`src/rtl/time_set_editor_pkg.sv`:
```
// time_set_editor_pkg
//   Shared definitions for the time-setting editor and the time register:
//   editor FSM state encodings, BCD field thresholds and wrap targets, and
//   the BCD increment / wrap-decision helpers.
package time_set_editor_pkg;

    typedef enum logic [2:0] {
        ST_IDLE         = 3'd0,
        ST_EDIT_HOURS   = 3'd1,
        ST_EDIT_MINUTES = 3'd2,
        ST_EDIT_SECONDS = 3'd3,
        ST_COMMIT       = 3'd4
    } edit_state_e;

    // Highest legal value of each field; reaching it wraps to the target
    localparam logic [7:0] HOURS_THRESH_12 = 8'h12;
    localparam logic [7:0] HOURS_THRESH_24 = 8'h23;
    localparam logic [7:0] MINSEC_THRESH   = 8'h59;

    localparam logic [7:0] HOURS_WRAP_12   = 8'h01;
    localparam logic [7:0] HOURS_WRAP_24   = 8'h00;
    localparam logic [7:0] MINSEC_WRAP     = 8'h00;

    // Two-digit BCD increment: a low digit of 9 (or anything above) rolls to 0
    // and carries into the high digit.
    function automatic logic [7:0] inc_bcd(input logic [7:0] value);
        logic [7:0] result;
        if (value[3:0] >= 4'd9) begin
            result = {value[7:4] + 4'd1, 4'd0};
        end else begin
            result = {value[7:4], value[3:0] + 4'd1};
        end
        return result;
    endfunction

    // True when the field is at (or, if corrupted, beyond) its threshold.
    function automatic logic should_wrap(input logic [7:0] value,
                                         input logic [7:0] threshold);
        return (value[7:4] > threshold[7:4]) ||
               ((value[7:4] == threshold[7:4]) && (value[3:0] >= threshold[3:0]));
    endfunction

endpackage

```
`src/rtl/time_set_editor_bcd_field_inc.sv`:
```
// bcd_field_inc
//   Combinational next value of one two-digit BCD time field.
//   Ports:
//     value_bcd     in  8  current field value
//     threshold_bcd in  8  value at which the field wraps
//     wrap_bcd      in  8  value loaded on wrap
//     next_bcd      out 8  incremented or wrapped value
module bcd_field_inc
    import time_set_editor_pkg::*;
(
    input  logic [7:0] value_bcd,
    input  logic [7:0] threshold_bcd,
    input  logic [7:0] wrap_bcd,
    output logic [7:0] next_bcd
);

    // Wrap takes precedence over the plain BCD increment
    always_comb begin
        if (should_wrap(value_bcd, threshold_bcd)) begin
            next_bcd = wrap_bcd;
        end else begin
            next_bcd = inc_bcd(value_bcd);
        end
    end

endmodule

```
`src/rtl/time_set_editor.sv`:
```
// time_set_editor
//   Lets the user edit hh:mm:ss with two buttons. btn_select enters edit mode
//   and steps hours -> minutes -> seconds -> commit; btn_adjust increments the
//   selected field of a shadow copy. Commit pulses load_new with the edited
//   time; inactivity for TIMEOUT_TICKS blink ticks abandons the edit.
//   Ports:
//     clk, reset          in   1  clock, synchronous active-high reset
//     current_time_bcd    in  24  running time {hh,mm,ss}
//     btn_select          in   1  enter edit / next field pulse
//     btn_adjust          in   1  increment field pulse
//     blink_tick          in   1  ~2 Hz pulse for blink and timeout
//     time_to_load_bcd    out 24  edited time (shadow register)
//     load_new            out  1  one-cycle commit strobe
//     editing             out  1  editor is not idle
//     field_blank         out  3  {hours,minutes,seconds} blank request
//     display_time_bcd    out 24  shadow while editing, else running time
module time_set_editor
    import time_set_editor_pkg::*;
#(
    parameter int HOURS_STYLE_AMERICAN = 1,
    parameter int TIMEOUT_TICKS        = 30
) (
    input  logic        clk,
    input  logic        reset,
    input  logic [23:0] current_time_bcd,
    input  logic        btn_select,
    input  logic        btn_adjust,
    input  logic        blink_tick,
    output logic [23:0] time_to_load_bcd,
    output logic        load_new,
    output logic        editing,
    output logic [2:0]  field_blank,
    output logic [23:0] display_time_bcd
);

    localparam int TW = $clog2(TIMEOUT_TICKS + 1);
    localparam logic [TW-1:0] TIMEOUT_LIMIT = TW'(TIMEOUT_TICKS);

    localparam logic [7:0] HOURS_THRESH = (HOURS_STYLE_AMERICAN != 0) ? HOURS_THRESH_12 : HOURS_THRESH_24;
    localparam logic [7:0] HOURS_WRAP   = (HOURS_STYLE_AMERICAN != 0) ? HOURS_WRAP_12   : HOURS_WRAP_24;

    edit_state_e   state_q, state_d;
    logic [23:0]   shadow_q, shadow_d;
    logic          blink_phase_q, blink_phase_d;
    logic [TW-1:0] timeout_q, timeout_d;

    logic [7:0]    field_val_s;
    logic [7:0]    field_th_s;
    logic [7:0]    field_wrap_s;
    logic [7:0]    field_next_s;
    logic [TW-1:0] timeout_inc_s;
    logic          editing_s;

    assign timeout_inc_s = timeout_q + TW'(1);
    assign editing_s     = (state_q != ST_IDLE);

    // Select the field being edited so one incrementer serves all three
    always_comb begin
        field_val_s  = 8'h00;
        field_th_s   = MINSEC_THRESH;
        field_wrap_s = MINSEC_WRAP;
        case (state_q)
            ST_EDIT_HOURS: begin
                field_val_s  = shadow_q[23:16];
                field_th_s   = HOURS_THRESH;
                field_wrap_s = HOURS_WRAP;
            end
            ST_EDIT_MINUTES: begin
                field_val_s  = shadow_q[15:8];
            end
            ST_EDIT_SECONDS: begin
                field_val_s  = shadow_q[7:0];
            end
            default: begin
                field_val_s  = 8'h00;
            end
        endcase
    end

    bcd_field_inc u_field_inc (
        .value_bcd     (field_val_s),
        .threshold_bcd (field_th_s),
        .wrap_bcd      (field_wrap_s),
        .next_bcd      (field_next_s)
    );

    // Next-state, shadow, blink-phase and timeout logic
    always_comb begin
        state_d       = state_q;
        shadow_d      = shadow_q;
        blink_phase_d = blink_phase_q;
        timeout_d     = timeout_q;
        case (state_q)
            ST_IDLE: begin
                blink_phase_d = 1'b0;
                timeout_d     = '0;
                if (btn_select) begin
                    shadow_d = current_time_bcd;
                    state_d  = ST_EDIT_HOURS;
                end else begin
                    state_d  = ST_IDLE;
                end
            end
            ST_EDIT_HOURS, ST_EDIT_MINUTES, ST_EDIT_SECONDS: begin
                // select beats adjust; any button beats a blink tick
                if (btn_select) begin
                    blink_phase_d = 1'b0;
                    timeout_d     = '0;
                    case (state_q)
                        ST_EDIT_HOURS:   state_d = ST_EDIT_MINUTES;
                        ST_EDIT_MINUTES: state_d = ST_EDIT_SECONDS;
                        default:         state_d = ST_COMMIT;
                    endcase
                end else if (btn_adjust) begin
                    blink_phase_d = 1'b0;
                    timeout_d     = '0;
                    case (state_q)
                        ST_EDIT_HOURS:   shadow_d[23:16] = field_next_s;
                        ST_EDIT_MINUTES: shadow_d[15:8]  = field_next_s;
                        default:         shadow_d[7:0]   = field_next_s;
                    endcase
                end else if (blink_tick) begin
                    if (timeout_inc_s >= TIMEOUT_LIMIT) begin
                        // abandon: no commit, shadow discarded
                        state_d       = ST_IDLE;
                        shadow_d      = 24'h00_00_00;
                        blink_phase_d = 1'b0;
                        timeout_d     = '0;
                    end else begin
                        blink_phase_d = ~blink_phase_q;
                        timeout_d     = timeout_inc_s;
                    end
                end else begin
                    state_d = state_q;
                end
            end
            ST_COMMIT: begin
                state_d       = ST_IDLE;
                blink_phase_d = 1'b0;
                timeout_d     = '0;
            end
            default: begin
                state_d       = ST_IDLE;
                blink_phase_d = 1'b0;
                timeout_d     = '0;
            end
        endcase
    end

    // State registers with synchronous reset
    always_ff @(posedge clk) begin
        if (reset) begin
            state_q       <= ST_IDLE;
            shadow_q      <= 24'h00_00_00;
            blink_phase_q <= 1'b0;
            timeout_q     <= '0;
        end else begin
            state_q       <= state_d;
            shadow_q      <= shadow_d;
            blink_phase_q <= blink_phase_d;
            timeout_q     <= timeout_d;
        end
    end

    // Blink request only on the field currently being edited
    always_comb begin
        field_blank = 3'b000;
        case (state_q)
            ST_EDIT_HOURS:   field_blank = {blink_phase_q, 2'b00};
            ST_EDIT_MINUTES: field_blank = {1'b0, blink_phase_q, 1'b0};
            ST_EDIT_SECONDS: field_blank = {2'b00, blink_phase_q};
            default:         field_blank = 3'b000;
        endcase
    end

    // Reset in the commit cycle suppresses the strobe
    assign load_new         = (state_q == ST_COMMIT) && !reset;
    assign time_to_load_bcd = shadow_q;
    assign editing          = editing_s;
    assign display_time_bcd = editing_s ? shadow_q : current_time_bcd;

endmodule
```
`config.mk`:
```
export PLATFORM = sky130hd
export DESIGN_NAME = time_set_editor
export DESIGN_NICKNAME = d
export VERILOG_FILES = /design/src/rtl/time_set_editor_pkg.sv /design/src/rtl/time_set_editor_bcd_field_inc.sv /design/src/rtl/time_set_editor.sv
export SDC_FILE = /design/constraint.sdc
export NUM_CORES = 1
export LEC_CHECK = 0
export CAP_MARGIN = 10
export CORE_UTILIZATION = 41
export DETAILED_ROUTE_END_ITERATION = 7
export GPL_TIMING_DRIVEN = 0
export PLACE_DENSITY = 0.73
export SYNTH_ARGS = -nofsm -noshare
export SYNTH_HDL_FRONTEND = slang
export SYNTH_SLANG_ARGS = --single-unit
```
`constraint.sdc`:
```
create_clock -name clk -period 5.1 [get_ports clk]
set_input_delay 0.765 -clock clk [delete_from_list [all_inputs] [get_ports clk]]
set_output_delay 0.765 -clock clk [all_outputs]
set_load 0.005 [all_outputs]
```
# Yosys cells after proc, flatten, opt, wreduce, memory -nomap -nowiden
# Cells that the tools add are included.
dict set report op_classes {
  addsub 3
  magnitude_cmp 4
  n_eq_ne 15
  n_mux 25
  bitwise_logic 2
  reduce_logical 14
}
# op count
set op_table {}
lappend op_table {{$mux W24} 6}
lappend op_table {{$pmux W24 S2} 1}
lappend op_table {{$mux W8} 5}
lappend op_table {{$ne A3 B3 Y1 const B} 8}
lappend op_table {{$pmux W8 S3} 1}
lappend op_table {{$reduce_and A6 Y1} 3}
lappend op_table {{$mux W3} 4}
lappend op_table {{$pmux W3 S2} 2}
lappend op_table {{$pmux W3 S3} 1}
lappend op_table {{$add A4 B1 Y4 const B} 2}
lappend op_table {{$mux W7} 1}
lappend op_table {{$eq A3 B2 Y1 const B} 2}
lappend op_table {{$add A5 B1 Y5 const B} 1}
lappend op_table {{$ge A5 B5 Y1 const B} 1}
lappend op_table {{$mux W5} 1}
lappend op_table {{$eq A4 B3 Y1} 1}
lappend op_table {{$ge A4 B4 Y1} 1}
lappend op_table {{$ge A4 B4 Y1 const B} 1}
lappend op_table {{$gt A4 B3 Y1} 1}
lappend op_table {{$ne A2 B2 Y1 const B} 2}
lappend op_table {{$reduce_or A4 Y1} 1}
lappend op_table {{$eq A3 B1 Y1 const B} 1}
lappend op_table {{$eq A3 B3 Y1 const B} 1}
lappend op_table {{$logic_not A3 Y1} 1}
lappend op_table {{other kinds (10)} 14}
dict set report totals {
  register_bits 33
  inputBits 29
  output_inout_bits 53
  elab_cells 69
}

# Longest topological paths before layout
# Gate-level depths: netlist (run 1).
dict set report logic_depth {
  depth_word 10
  mapped_depth 13
  ltp_nobuf 11
}

# Hierarchy
# From an unflattened synthesis (run 1), not the netlist that was laid out.
dict set report hier_totals {
  hier_cells 324
  area_unflattened_um2 2700.1
}
# module instances cells_per_inst area_per_inst_um2 seq_area_each_um2
set modules_own_cells {}
lappend modules_own_cells {time_set_editor 1 267 2242.2 660.6}
lappend modules_own_cells {bcd_field_inc 1 57 457.9 0.0}

# Worst setup path after synthesis (run 1)
# No wires, ideal clock.
dict set report synth_path {
  path_kind {reg-to-reg}
  start {reg state_q[1]}
  end {reg shadow_q[16], in the netlist time_to_load_bcd[16]}
  setup_time_ns 0.086
  t_arrival_ns 3.148
  required_ns 5.014
  path_slack_ns 1.866
  stages_incl_launch_ff 12
  path_buffers 1
  path_cell_list {dfxtp_1 buf_2 nand2b_1 o32ai_1 inv_1 ha_1 nand2b_1 a211o_1 o221a_4 or4_1 a211o_1 a221oi_2}
}
dict set report synth_between {
  elab_chain_cells 10
  elab_cells_between_ends 28
}
# item line_no
set synth_rtl {}
lappend synth_rtl {{from (decl)} time_set_editor.sv:42} ;# edit_state_e state_q, state_d;
lappend synth_rtl {{from (signal assigned)} time_set_editor.sv:158} ;# state_q <= state_d;
lappend synth_rtl {{$eq A3 B2 Y1 / $eq A3 B1 Y1 (equally long branches)} {time_set_editor.sv:62, time_set_editor.sv:93, time_set_editor.sv:117}}
lappend synth_rtl {{$pmux W8 S3 / $mux W7 (equally long branches)} time_set_editor.sv:62} ;# case (state_q)
lappend synth_rtl {{$ge A4 B4 Y1 / $eq A4 B3 Y1 (equally long branches)} time_set_editor_pkg.sv:40} ;# ((value[7:4] == threshold[7:4]) && (value[3:0] >= threshold[3:0]));
lappend synth_rtl {{$logic_and A1 B1 Y1} time_set_editor_pkg.sv:40}
lappend synth_rtl {{$logic_or A1 B1 Y1} time_set_editor_pkg.sv:39} ;# return (value[7:4] > threshold[7:4]) ||
lappend synth_rtl {{$mux W8} time_set_editor_bcd_field_inc.sv:19} ;# if (should_wrap(value_bcd, threshold_bcd)) begin
lappend synth_rtl {{$mux W8} time_set_editor.sv:117} ;# case (state_q)
lappend synth_rtl {{$mux W24} time_set_editor.sv:114} ;# end else if (btn_adjust) begin
lappend synth_rtl {{$mux W24} time_set_editor.sv:106} ;# if (btn_select) begin
lappend synth_rtl {{$pmux W24 S2} time_set_editor.sv:93} ;# case (state_q)
lappend synth_rtl {{to (signal assigned)} time_set_editor.sv:159} ;# shadow_q <= shadow_d;
lappend synth_rtl {{to (decl)} time_set_editor.sv:43} ;# logic [23:0] shadow_q, shadow_d;
# Parallel ways exist; a longest one is shown, timed or not. The select of a mux whose other input is x is not followed.
# A chain may end at the register's enable or synchronous reset.

# Worst setup path in the final report (run 1)
dict set report layout_path {
  start {reg state_q[0]}
  end {out display_time_bcd[11]}
}
dict set report layout_between {
  elab_chain_cells 2
}
# item line_no
set layout_rtl {}
lappend layout_rtl {{$reduce_bool A3 Y1} time_set_editor.sv:55} ;# assign editing_s = (state_q != ST_IDLE);
lappend layout_rtl {{$mux W24} time_set_editor.sv:180} ;# assign display_time_bcd = editing_s ? shadow_q : current_time_bcd;
lappend layout_rtl {{to (decl)} time_set_editor.sv:33} ;# output logic [23:0] display_time_bcd
# No other way between the ends.

==> impl_metrics.py, run 1 <==
metrics = {
    "logic_synthesis": {
        "synth-edff-count": 0,
        "async_flop_share_pct": 0,
        "yosysSeqAreaShare_pct": 26.3,
        "synthSimpleGateAreaFrac_pct": 22.5,
        "ys.flop_type": "dfxtp_1",
        "synth_top_family_by_area": "compound AO/OA/AOI/OAI gates",
        "synth_xor_xnor_area_share_pct": 1.74,
        "synth_fa_ha_area_share_pct": 5.97,
        "ys_types": 50,
        "synth_warnings": 0,
        "synth_compound_area_share_pct": 25.2,
        "syn_area_um2": 2510,
        "syn_nets": 352,
        "muxShareOfSynthArea_pct": 11.8,
        "ys_ff_latch": 33,
        "syn_avg_cell_area_um2": 8.09,
        "synth_cells": 311,
    },
    "cts": {
        "htreeDepth": 2,
        "cts.sinks": 33,
        "postCtsSetupBuffers": 0,
        "cts-root-buf": "clkbuf_8",
        "clk_latency_ps": 300,
        "ctsHoldBuffers": 0,
        "cts_resized": 0,
        "cts_buffers": 5,
        "clock_path_buffers": 2,
        "clk_pin_slew_ps": 80,
        "cts_tree": "done",
    },
    "floorplan": {
        "fp.dieH_um": 80.3,
        "ioPinCount": 82,
        "rows": 28,
        "initial_utilization_pct": 42.5,
        "dieWidth_um": 80.3,
        "placeableCoreArea_um2": 5920,
        "die_area_um2": 6450,
    },
    "worst_setup_path": {
        "start_kind": "flop",
        "crit_fanout": 10,
        "reg2reg_from": "state_q[1]$_SDFFE_PP0P_",
        "path_class": "reg -> out",
        "reg2regPathDepth": 11,
        "worstPathRequired_ps": 4340,
        "r2r_slack_ps": 1260,
        "endpoint_kind": "primary output",
        "cp.arrival_ps": 3250,
        "rr_endpoint": "time_to_load_bcd[17]$_SDFFE_PP0P_",
    },
    "global_route": {
        "antenna_found_initial": 0,
        "grt_max_degree": 12,
        "grtUsageTotal_pct": 26.8,
        "grt_pass1_vias": 2568,
        "grt-ovfl-total": 0,
        "grt_pass1_wl_um": 13200,
    },
    "sta": {
        "rsz0062_at_grt": "false",
        "fin_setup_tns_ps": 0,
        "finalHoldViolCount": 0,
        "min_period_over_period_pct": 78.8,
        "maxSlewHeadroom_pct": 30.4,
        "fmax_ghz": 0.249,
        "setup_viol": 0,
        "hold_slack_ps": 522,
        "skew_ps": 10.6,
        "tightest_slew_ps": 1030,
        "fin_crit_ps": 4020,
        "slew_violations": 0,
    },
    "route": {
        "drc_errors": 0,
        "dr.pass1.iters": 5,
        "ant_nets": 0,
        "viasPerCell": 5.95,
        "wirelength_um": 8420,
        "vias": 2830,
        "wl_per_cell_um": 17.7,
        "drtIter0Drc": 195,
    },
    "placement": {
        "hpwl_um": 6640,
        "placed_cell_area_um2": 3420,
        "portBuffers": 81,
        "place_congestion": 0.882,
    },
    "run": {
        "maxCapViolCount": 0,
    },
    "hold_path": {
        "min_to": "time_to_load_bcd[14]$_SDFFE_PP0P_",
        "worst_hold_startpoint": "time_to_load_bcd[14]$_SDFFE_PP0P_",
        "whs_path_depth": 2,
        "hp-class": "reg -> reg",
    },
    "layout": {
        "design_area_um2": 3510,
        "layout.nets": 441,
        "syn_to_final_growth_pct": 39.6,
        "num_antenna_cells": 0,
        "utilization_pct": 59.3,
        "layout_commonest_cell": "clkdlybuf4s50_1",
        "drive_gt1_share_pct": 10.7,
        "fillers": 537,
        "layout_common_cells": "clkdlybuf4s50_1 (81), dfxtp_1 (33), nor2_1 (27)",
    },
    "pwr": {
        "power_frac_seq_pct": 37.0,
        "p_leak_nw": 1.30,
        "combPwrFrac_pct": 37.6,
        "power_density_nw_per_um2": 231,
        "p_switching_w": 0.000273,
        "intPower_w": 0.000537,
        "switching_share_pct": 33.7,
        "clkPwrFrac_pct": 25.4,
        "ir_drop_uv": 121,
    },
    "run_status": {
        "status": "finished, final reports clean",
    },
}
[through the flow]
stage                     instances  total power (W)  setup slack [ps]
final                           476         0.000810              1080
after global routing            476         0.000851               897
after global placement          467         0.000602              1420
after floorplan                 311         0.000452              1870
after CTS                       476         0.000807              1080
after detailed placement        468         0.000607              1350
[sequential cells by signal, summed over array words and instances, names as in the netlist]
register / count
blink_phase_q: 1
state_q: 3
time_to_load_bcd: 24
timeout_q: 5
[area by class of cell]
class,count,area (µm²),share of cell area (%)
Multi-Input combinational cell,238,1690,48.1
Timing Repair Buffer,82,816,23.2
Sequential cell,33,661,18.8
Tap cell,75,93.8,2.67
Buffer,20,88.8,2.53
Inverter,20,75.1,2.14
Clock buffer,5,68.8,1.96
Clock inverter,3,17.5,0.499
[cells by family after synthesis]
family	after synthesis
multiplexers	27
adder cells (fa/ha/maj)	12
buffers and inverters	40
flip-flops	33
AO/OA/AOI/OAI	85
XOR/XNOR	5
AND/OR/NAND/NOR	109
[per-layer routing]
layer / vias up / track usage [%] / part of all wire, %
li1: 1348 / - / -
met1: 1308 / 34.4 / 41
met2: 150 / 44.0 / 47
met3: 24 / 4.43 / 8.7
met4: 0 / 11.8 / 3.2
met5: - / 0 / 0
[worst max path at each step]
stage / startpoint / to / slack [ps] / cells past startpoint
floorplan: state_q[1]$_SDFFE_PP0P_ / time_to_load_bcd[16]$_SDFFE_PP0P_ / 1870 / 11
global placement: state_q[0]$_SDFFE_PP0P_ / display_time_bcd[18] / 1420 / 7
detailed placement: state_q[1]$_SDFFE_PP0P_ / time_to_load_bcd[17]$_SDFFE_PP0P_ / 1350 / 11
CTS: state_q[0]$_SDFFE_PP0P_ / display_time_bcd[11] / 1080 / 7
global route: state_q[0]$_SDFFE_PP0P_ / display_time_bcd[11] / 900 / 7
finish: state_q[0]$_SDFFE_PP0P_ / display_time_bcd[11] / 1080 / 7
[cells in the mapped netlist, types with 2 or more instances]
cell	instances	area, µm²
a211o_1	2	17.5
a211oi_1	25	188
a21oi_1	13	65.1
a221oi_1	5	43.8
a221oi_2	2	30.0
a22oi_1	2	15.0
a311oi_1	4	35.0
and3_1	4	25.0
buf_1	2	7.51
buf_2	5	25.0
clkbuf_1	12	45.0
dfxtp_1	33	661
ha_1	12	150
inv_1	19	71.3
mux2_2	18	203
mux2i_1	8	80.1
nand2_1	21	78.8
nand2b_1	8	50.1
nand3_1	4	20.0
nand4_1	3	18.8
nor2_1	27	101
nor2b_1	6	37.5
nor3_1	16	80.1
nor4_1	9	56.3
nor4bb_1	3	30.0
o21ai_0	14	70.1
o32ai_1	4	35.0
o41ai_1	2	17.5
or3_1	2	12.5
or4_1	3	22.5
xnor2_1	3	26.3
xor2_1	2	17.5
[worst max-delay path, stage by stage (launching register included)]
cell	delay [ps]
dfxtp_1	310
buf_6	130
buf_2	200
buf_2	220
nor3_1	730
clkbuf_1	490
mux2_2	410
clkdlybuf4s50_1	470
[power groups by stage]
stage	Combinational (W)	Clock [W]	Sequential [W]
2_1_floorplan	0.000151	0	0.000301
3_5_place_dp	0.000302	0	0.000305
5_1_grt	0.000332	0.000217	0.000302
3_3_place_gp	0.000298	0	0.000304
4_1_cts	0.000304	0.000204	0.000299
6_report	0.000305	0.000206	0.000299
Note: power is estimated with default switching activity, not from simulation.
==> inputs of run 2 (changes only) <==
PLACE_DENSITY = 0.75   (was 0.73)
clock period = 3.65 ns   (was 5.1 ns; I/O delays follow)
==> impl_metrics.py, run 2 (same netlist as run 1, synthesis figures left out) <==
metrics = {
    "layout": {
        "utilization_pct": 60.6,
        "layout_commonest_cell": "clkdlybuf4s50_1",
        "drive_gt1_share_pct": 13.5,
        "layout.nets": 441,
        "layout_common_cells": "clkdlybuf4s50_1 (81), dfxtp_1 (33), nor2_1 (26)",
        "largest_reg_flops": 24,
        "syn_to_final_growth_pct": 42.6,
        "num_antenna_cells": 0,
    },
    "pwr": {
        "p_leak_nw": 1.33,
        "switching_share_pct": 32.3,
        "power_density_nw_per_um2": 327,
        "ir_drop_uv": 207,
        "p_switching_w": 0.000379,
        "intPower_w": 0.000794,
        "power_frac_seq_pct": 35.7,
        "combPwrFrac_pct": 37.5,
        "clkPwrFrac_pct": 26.8,
    },
    "global_route": {
        "grt_max_degree": 11,
        "grt-ovfl-total": 0,
        "grtUsageTotal_pct": 26.6,
        "grt_pass1_wl_um": 13200,
        "grt_pass1_vias": 2627,
        "antenna_found_initial": 0,
    },
    "sta": {
        "min_period_over_period_pct": 97.7,
        "maxSlewHeadroom_pct": 31.9,
        "tightest_slew_ps": 1010,
        "finalHoldViolCount": 0,
        "slew_violations": 0,
        "skew_ps": 14.0,
        "fin_crit_ps": 3570,
        "setup_viol": 0,
        "fin_setup_tns_ps": 0,
        "fmax_ghz": 0.280,
    },
    "route": {
        "dr.pass1.iters": 6,
        "viasPerCell": 6.05,
        "wl_per_cell_um": 18.1,
        "vias": 2878,
        "drtIter0Drc": 257,
        "wirelength_um": 8590,
        "drc_errors": 0,
        "ant_nets": 0,
    },
    "cts": {
        "cts_buffers": 5,
        "htreeDepth": 2,
        "cts-root-buf": "clkbuf_8",
        "clock_path_buffers": 2,
        "ctsHoldBuffers": 0,
        "cts_tree": "done",
        "clk_latency_ps": 300,
        "cts.sinks": 33,
        "clk_pin_slew_ps": 80,
    },
    "worst_setup_path": {
        "reg2regPathDepth": 12,
        "endpoint_kind": "flop",
        "r2r_slack_ps": 80,
        "cp.arrival_ps": 3780,
        "worstPathRequired_ps": 3870,
        "setup.worst_path.end": "time_to_load_bcd[17]$_SDFFE_PP0P_",
        "rr_endpoint": "time_to_load_bcd[17]$_SDFFE_PP0P_",
        "reg2reg_from": "state_q[0]$_SDFFE_PP0P_",
        "crit_fanout": 10,
        "path_class": "reg -> reg",
        "critPathLaunch": "state_q[0]$_SDFFE_PP0P_",
        "start_kind": "flop",
    },
    "floorplan": {
        "placeableCoreArea_um2": 5920,
        "fp.dieH_um": 80.3,
        "initial_utilization_pct": 42.5,
        "die_area_um2": 6450,
        "ioPinCount": 82,
        "rows": 28,
        "dieWidth_um": 80.3,
    },
    "placement": {
        "hpwl_um": 6530,
        "portBuffers": 81,
        "place_congestion": 0.904,
    },
    "hold_path": {
        "whs_path_depth": 2,
        "hp-class": "reg -> reg",
    },
    "run_status": {
        "status": "finished, final reports clean",
    },
    "run": {
        "maxCapViolCount": 0,
    },
}
[run 2: changes by cell type in the layout (fill, tap and decap cells not counted), sizes merged]
cell	before	now
clkinv	2	1
clkbuf	17	22
clkinvlp	1	0
buf	9	6
[run 2: how the worst min path moves through the flow]
stage	slack (ps)	endpoint	start
after floorplan	480	time_to_load_bcd[19]$_SDFFE_PP0P_	time_to_load_bcd[19]$_SDFFE_PP0P_
after global placement	480	time_to_load_bcd[8]$_SDFFE_PP0P_	time_to_load_bcd[8]$_SDFFE_PP0P_
after detailed placement	500	time_to_load_bcd[14]$_SDFFE_PP0P_	time_to_load_bcd[14]$_SDFFE_PP0P_
after CTS	510	time_to_load_bcd[14]$_SDFFE_PP0P_	time_to_load_bcd[14]$_SDFFE_PP0P_
after global routing	530	time_to_load_bcd[14]$_SDFFE_PP0P_	time_to_load_bcd[14]$_SDFFE_PP0P_
final	510	time_to_load_bcd[14]$_SDFFE_PP0P_	time_to_load_bcd[14]$_SDFFE_PP0P_
[run 2: critical path: stages (launching register included)]
cell,delay [ps]
dfxtp_1,330
buf_6,130
clkbuf_4,230
mux2i_1,360
o32ai_4,180
inv_1,110
ha_1,220
nand2b_1,140
a211o_1,310
o221a_4,290
o41ai_1,860
a211oi_1,100
a211oi_1,230
[run 2: layer usage]
metal	up-vias	share of wire, %	GRT usage, %
li1	1346	-	-
met1	1371	43	35.3
met2	135	48	44.1
met3	26	6.9	3.86
met4	0	2.2	8.57
met5	-	0	0
[run 2: layout make-up]
type	count	area [µm²]
plain buffers	20	98.8
clock buffers	7	96.3
inverters	20	75.1
repair buffers	82	816
fillers	549	2330
clock inverters	1	5.00
flip-flops and latches	33	661
well taps	75	93.8
multi-input cells	238	1740
[run 2: metrics by stage]
stage | cell area, µm² | setup WS (ps) | power [W] | hold slack (ps) | std cells
2_1_floorplan | 2510 | 416 | 0.000632 | 479 | 311
3_3_place_gp | 3420 | 53.9 | 0.000839 | 484 | 467
3_5_place_dp | 3420 | -10.5 | 0.000849 | 499 | 467
4_1_cts | 3530 | 48.9 | 0.00116 | 513 | 475
5_1_grt | 3590 | -16.8 | 0.00122 | 532 | 476
6_report | 3590 | 83.8 | 0.00117 | 514 | 476
[run 2: power groups by stage]
stage                     sequential [W]  clock (W)  combinational (W)
final                           0.000419   0.000315           0.000440
after global routing            0.000422   0.000324           0.000475
after CTS                       0.000418   0.000311           0.000427
after detailed placement        0.000426          0           0.000423
after global placement          0.000424          0           0.000415
after floorplan                 0.000421          0           0.000211
[run 2: what timing repair did]
item                       4_1_cts  5_1_grt
buffers inserted                 0        0
gates resized for setup          2       16
gates cloned                     0        0
hold endpoints to repair         0        0
setup endpoints to repair       24       22
==> inputs of run 3 (changes only) <==
CORE_MARGIN = 4   (was not set)
==> impl_metrics.py, run 3 (same netlist as run 1, synthesis figures left out) <==
metrics = {
    "run_status": {
        "status": "finished, final reports clean",
    },
    "floorplan": {
        "ioPinCount": 82,
        "fp.dieH_um": 86.3,
        "placeableCoreArea_um2": 5920,
        "initial_utilization_pct": 42.5,
        "rows": 28,
        "die_area_um2": 7450,
        "dieWidth_um": 86.3,
    },
    "layout": {
        "multiInputGateArea_um2": 1740,
        "final_cells": 476,
        "utilization_pct": 60.3,
        "num_antenna_cells": 0,
        "layout_common_cells": "clkdlybuf4s50_1 (81), dfxtp_1 (33), nor2_1 (27)",
        "layout.nets": 441,
        "drive_gt1_share_pct": 13.2,
        "layout_commonest_cell": "clkdlybuf4s50_1",
        "largest_reg_flops": 24,
        "syn_to_final_growth_pct": 41.9,
        "fillers": 534,
        "seqCellArea_um2": 661,
    },
    "cts": {
        "cts_tree": "done",
        "clk_pin_slew_ps": 80,
        "htreeDepth": 2,
        "cts-root-buf": "clkbuf_8",
        "postCtsSetupBuffers": 0,
        "clock_path_buffers": 2,
        "cts.sinks": 33,
        "clk_latency_ps": 290,
        "ctsHoldBuffers": 0,
        "cts_buffers": 5,
    },
    "hold_path": {
        "worst_hold_startpoint": "time_to_load_bcd[20]$_SDFFE_PP0P_",
        "hp-class": "reg -> reg",
    },
    "worst_setup_path": {
        "crit_fanout": 10,
        "endpoint_kind": "flop",
        "path_class": "reg -> reg",
        "max_stage_delay_ps": 530,
        "start_kind": "flop",
        "reg2reg_from": "state_q[0]$_SDFFE_PP0P_",
        "crit_top_cell": "a211o_1",
        "cp_slowest_cell": "or4_1",
        "path_cells": "buf_6, clkbuf_4, buf_4, mux2i_2, o32ai_2, ha_1, a211o_1, o221a_4, or4_1, a211o_1, a221oi_2",
        "worstPathRequired_ps": 3860,
        "cp.arrival_ps": 3770,
        "critPathLaunch": "state_q[0]$_SDFFE_PP0P_",
    },
    "pwr": {
        "p_leak_nw": 1.32,
        "ir_drop_uv": 163,
        "power_density_nw_per_um2": 320,
    },
    "sta": {
        "fin_crit_ps": 3550,
        "setup_viol": 0,
        "slew_violations": 0,
        "finalHoldViolCount": 0,
        "fmax_ghz": 0.282,
        "min_period_over_period_pct": 97.3,
        "skew_ps": 9.32,
        "tightest_slew_ps": 1080,
        "maxSlewHeadroom_pct": 27.2,
    },
    "route": {
        "wirelength_um": 8720,
        "drc_errors": 0,
        "dr.pass1.iters": 5,
        "wl_per_cell_um": 18.3,
        "ant_nets": 0,
        "viasPerCell": 6.06,
        "vias": 2885,
        "drtIter0Drc": 291,
    },
    "global_route": {
        "grt_pass1_vias": 2626,
        "grtUsageTotal_pct": 23.0,
        "grt-ovfl-total": 0,
        "grt_pass1_wl_um": 13700,
        "antenna_found_initial": 0,
        "grt_max_degree": 12,
    },
    "placement": {
        "portBuffers": 81,
        "place_congestion": 0.885,
        "placed_cells_incl_taps": 467,
        "hpwl_um": 6640,
    },
    "run": {
        "maxCapViolCount": 0,
    },
}
==> run 3: final cells by class <==
cell class | count | area share [%]
plain buffers | 20 | 2.73
inverters | 20 | 2.10
well taps | 75 | 2.63
repair buffers | 82 | 22.9
flip-flops and latches | 33 | 18.5
clock inverters | 3 | 0.491
clock buffers | 5 | 1.93
multi-input cells | 238 | 48.7
==> run 3: power by group <==
part           switching (W)  internal (W)  leakage [nW]
Clock               0.000149      0.000132        0.0439
Sequential         0.0000277      0.000390         0.272
Combinational       0.000209      0.000235          1.01
==> run 3: what timing repair did <==
action,CTS,global route
pin swaps,0,0
gates cloned,0,0
resized for setup,3,15
endpoints found under the setup margin,26,30
==> run 3: final timing paths <==
kind         cells past startpoint  slack [ps]                                 to
max                             11         100  time_to_load_bcd[16]$_SDFFE_PP0P_
min                              2         520  time_to_load_bcd[20]$_SDFFE_PP0P_
max reg2reg                     11         100  time_to_load_bcd[16]$_SDFFE_PP0P_
min reg2reg                      2         520  time_to_load_bcd[20]$_SDFFE_PP0P_
==> run 3: metal layers <==
metal | global-route usage (%) | wire (µm) | vias up
met5 | 0 | 0 | -
met4 | 6.09 | 158 | 0
met3 | 3.71 | 721 | 16
met2 | 38.9 | 4220 | 130
met1 | 30.4 | 3610 | 1390
li1 | - | - | 1349
==> run 3: critical path, delay by kind of cell (launching register included) <==
| kind | cells | cell delay (ps) |
|---|---|---|
| and+or+nand+nor | 1 | 530 |
| DFF | 1 | 330 |
| adders and majority gates | 1 | 310 |
| buffers and inverters | 3 | 590 |
| muxes | 1 | 320 |
| AOI/OAI and AO/OA | 5 | 1380 |
==> run 3: stage by stage <==
stage               cell area [µm²]  hold WS [ps]  setup slack [ps]  setup TNS (ps)  total power (W)
floorplan                      2510           479               416               0         0.000632
global placement               3420           492             0.521               0         0.000842
detailed placement             3420           499             -58.9           -68.2         0.000851
CTS                            3530           509              18.4               0          0.00113
global route                   3570           549             -14.1           -14.1          0.00119
finish                         3570           520              99.7               0          0.00114
==> variant, RTL diff (flow settings as in run 1) <==
`TIMEOUT_TICKS`: 30 -> 15.
--- a/src/rtl/time_set_editor.sv
+++ b/src/rtl/time_set_editor.sv
@@ -18,7 +18,7 @@
     import time_set_editor_pkg::*;
 #(
     parameter int HOURS_STYLE_AMERICAN = 1,
-    parameter int TIMEOUT_TICKS        = 30
+    parameter int TIMEOUT_TICKS        = 15
 ) (
     input  logic        clk,
     input  logic        reset,
Behaviour: no difference found for any inputs over 4 cycles, from zero or initial values and one cycle with reset high; that may be too few to reach the edited logic, so the function may still have changed.
==> variant against run 1 <==
Synthesized area increased by 5.0%. Design area increased by 3.5%. Setup slack better by 350 ps. Power grew 5.3%. Wire length shrank 2.9%. Final cell count is 3.4% lower. Die area grew 4.9%. Register-to-register slack gained 540 ps. Sequential cell count down 1.
==> variant: results (changes against run 1) <==
Switching Fraction 0.307 (-0.0300); mux share of post-synthesis cell area 0.141 (+0.0223); Non-clock buffering overhead 0.254 (-0.00353); crit-path leading delay family buffers and inverters; footprint of the multi-input gates 0.00182 mm2 (+7.4%); crit path DAT 2910 ps (-340 ps); Buffers, non-clock 99 (-2.9%); DRT met1 WL 3650 um (+6.5%); clock-cell share of area 0.0296 (+0.00502); GRT met3 Usage 0.0527 (+0.00843); Final Wtd Congestion 0.841 (-4.7%); met2 Resource Use GR 0.411 (-0.0294); dpl hpwl 6150 um (-7.4%); Synth area leaders dfxtp_1, mux2_2, a311oi_1, ha_1, nand2_1; clock skew 7.33 ps (-3.28 ps); synth cell count leaders nand2_1, dfxtp_1, mux2_2; worst-margin pin slew 755 ps (-272 ps); all-layer global routing usage 0.253 (-0.0157); Syn Nets 338 (-4.0%); vias per cell 5.99 (+0.70%); Signal inverters 14 (-30%); met3 wire len 586 um (-20%); EDFF count, synth 0 (unchanged); count of input and output buffers 79 (-2.5%); Int Power 591 uW (+10%); GR Layer Usage met1 0.329 (-0.0145); vias in the first global route 2,623 (+2.1%); seq_cells 32 (-3.0%); CP max stage cell nor3_2; post-synthesis sequential area ratio 0.243 (-0.0201); first-pass GRT wire length 12,800 um (-3.0%); P_comb 311 uW (+2%); Leak Pwr 0.00140 uW (+7.2%); Post-Synth Adder-Cell Area 0.0521 (-0.00759); status complete, no violations; compound-gate portion of the synthesized area 0.226 (-0.0258); share of cells above drive strength 1 0.213 (+0.106); max incr delay on CP 590 ps (-140 ps); post-synth cell types 67 (+34%); Filler cells 538 (+0.19%); wirelength, routed 8170 um (-2.9%); clk buf depth 2 (unchanged); clock group total power 246 uW (+19%); met2 wire length 3750 um (-5.7%); CTS Root Cell clkbuf_8; Peak VDD IR 0.125 mV (+3.4%); final net count 424 (-3.9%); FF/Latch Area 641 um2 (-3.0%); largest net degree at the start of global routing 11 (-1); XOR/XNOR Fraction of Synth Area 0.0166 (-0.000833); Multi-In Gates 232 (-2.5%); first-iteration detailed-routing DRC count 180 (-7.7%); max FFs per register 24 (unchanged); initial antenna violation count 0 (unchanged)
==> variant: kinds of logic after synthesis <==
family | Yosys count
and+or+nand+nor | 115
AOI/OAI and AO/OA | 68
buffers and inverters | 34
muxes | 33
DFF | 32
adders and majority gates | 11
xor gates and xnor gates | 5
==> variant: per-stage QoR <==
stage / cells / area, um2 / hold slack, ps / worst slack (ps) / util
floorplan: 298 / 2640 / 466 / 2360 / -
global placement: 452 / 3530 / 483 / 1770 / 0.582
detailed placement: 452 / 3530 / 498 / 1760 / 0.582
CTS: 460 / 3630 / 507 / 1430 / 0.600
global route: 460 / 3630 / 568 / 1320 / 0.600
finish: 460 / 3630 / 503 / 1430 / 0.600
==> variant: worst paths after layout <==
path	from	end	slack, ps	cells past startpoint
worst min-delay path	timeout_q[2]	timeout_q[2]	500	2
worst max-delay path	state_q[0]	display_time_bcd[14]	1430	7
worst max register to register	state_q[0]	time_to_load_bcd[6]	1800	13
worst min register to register	timeout_q[2]	timeout_q[2]	500	2
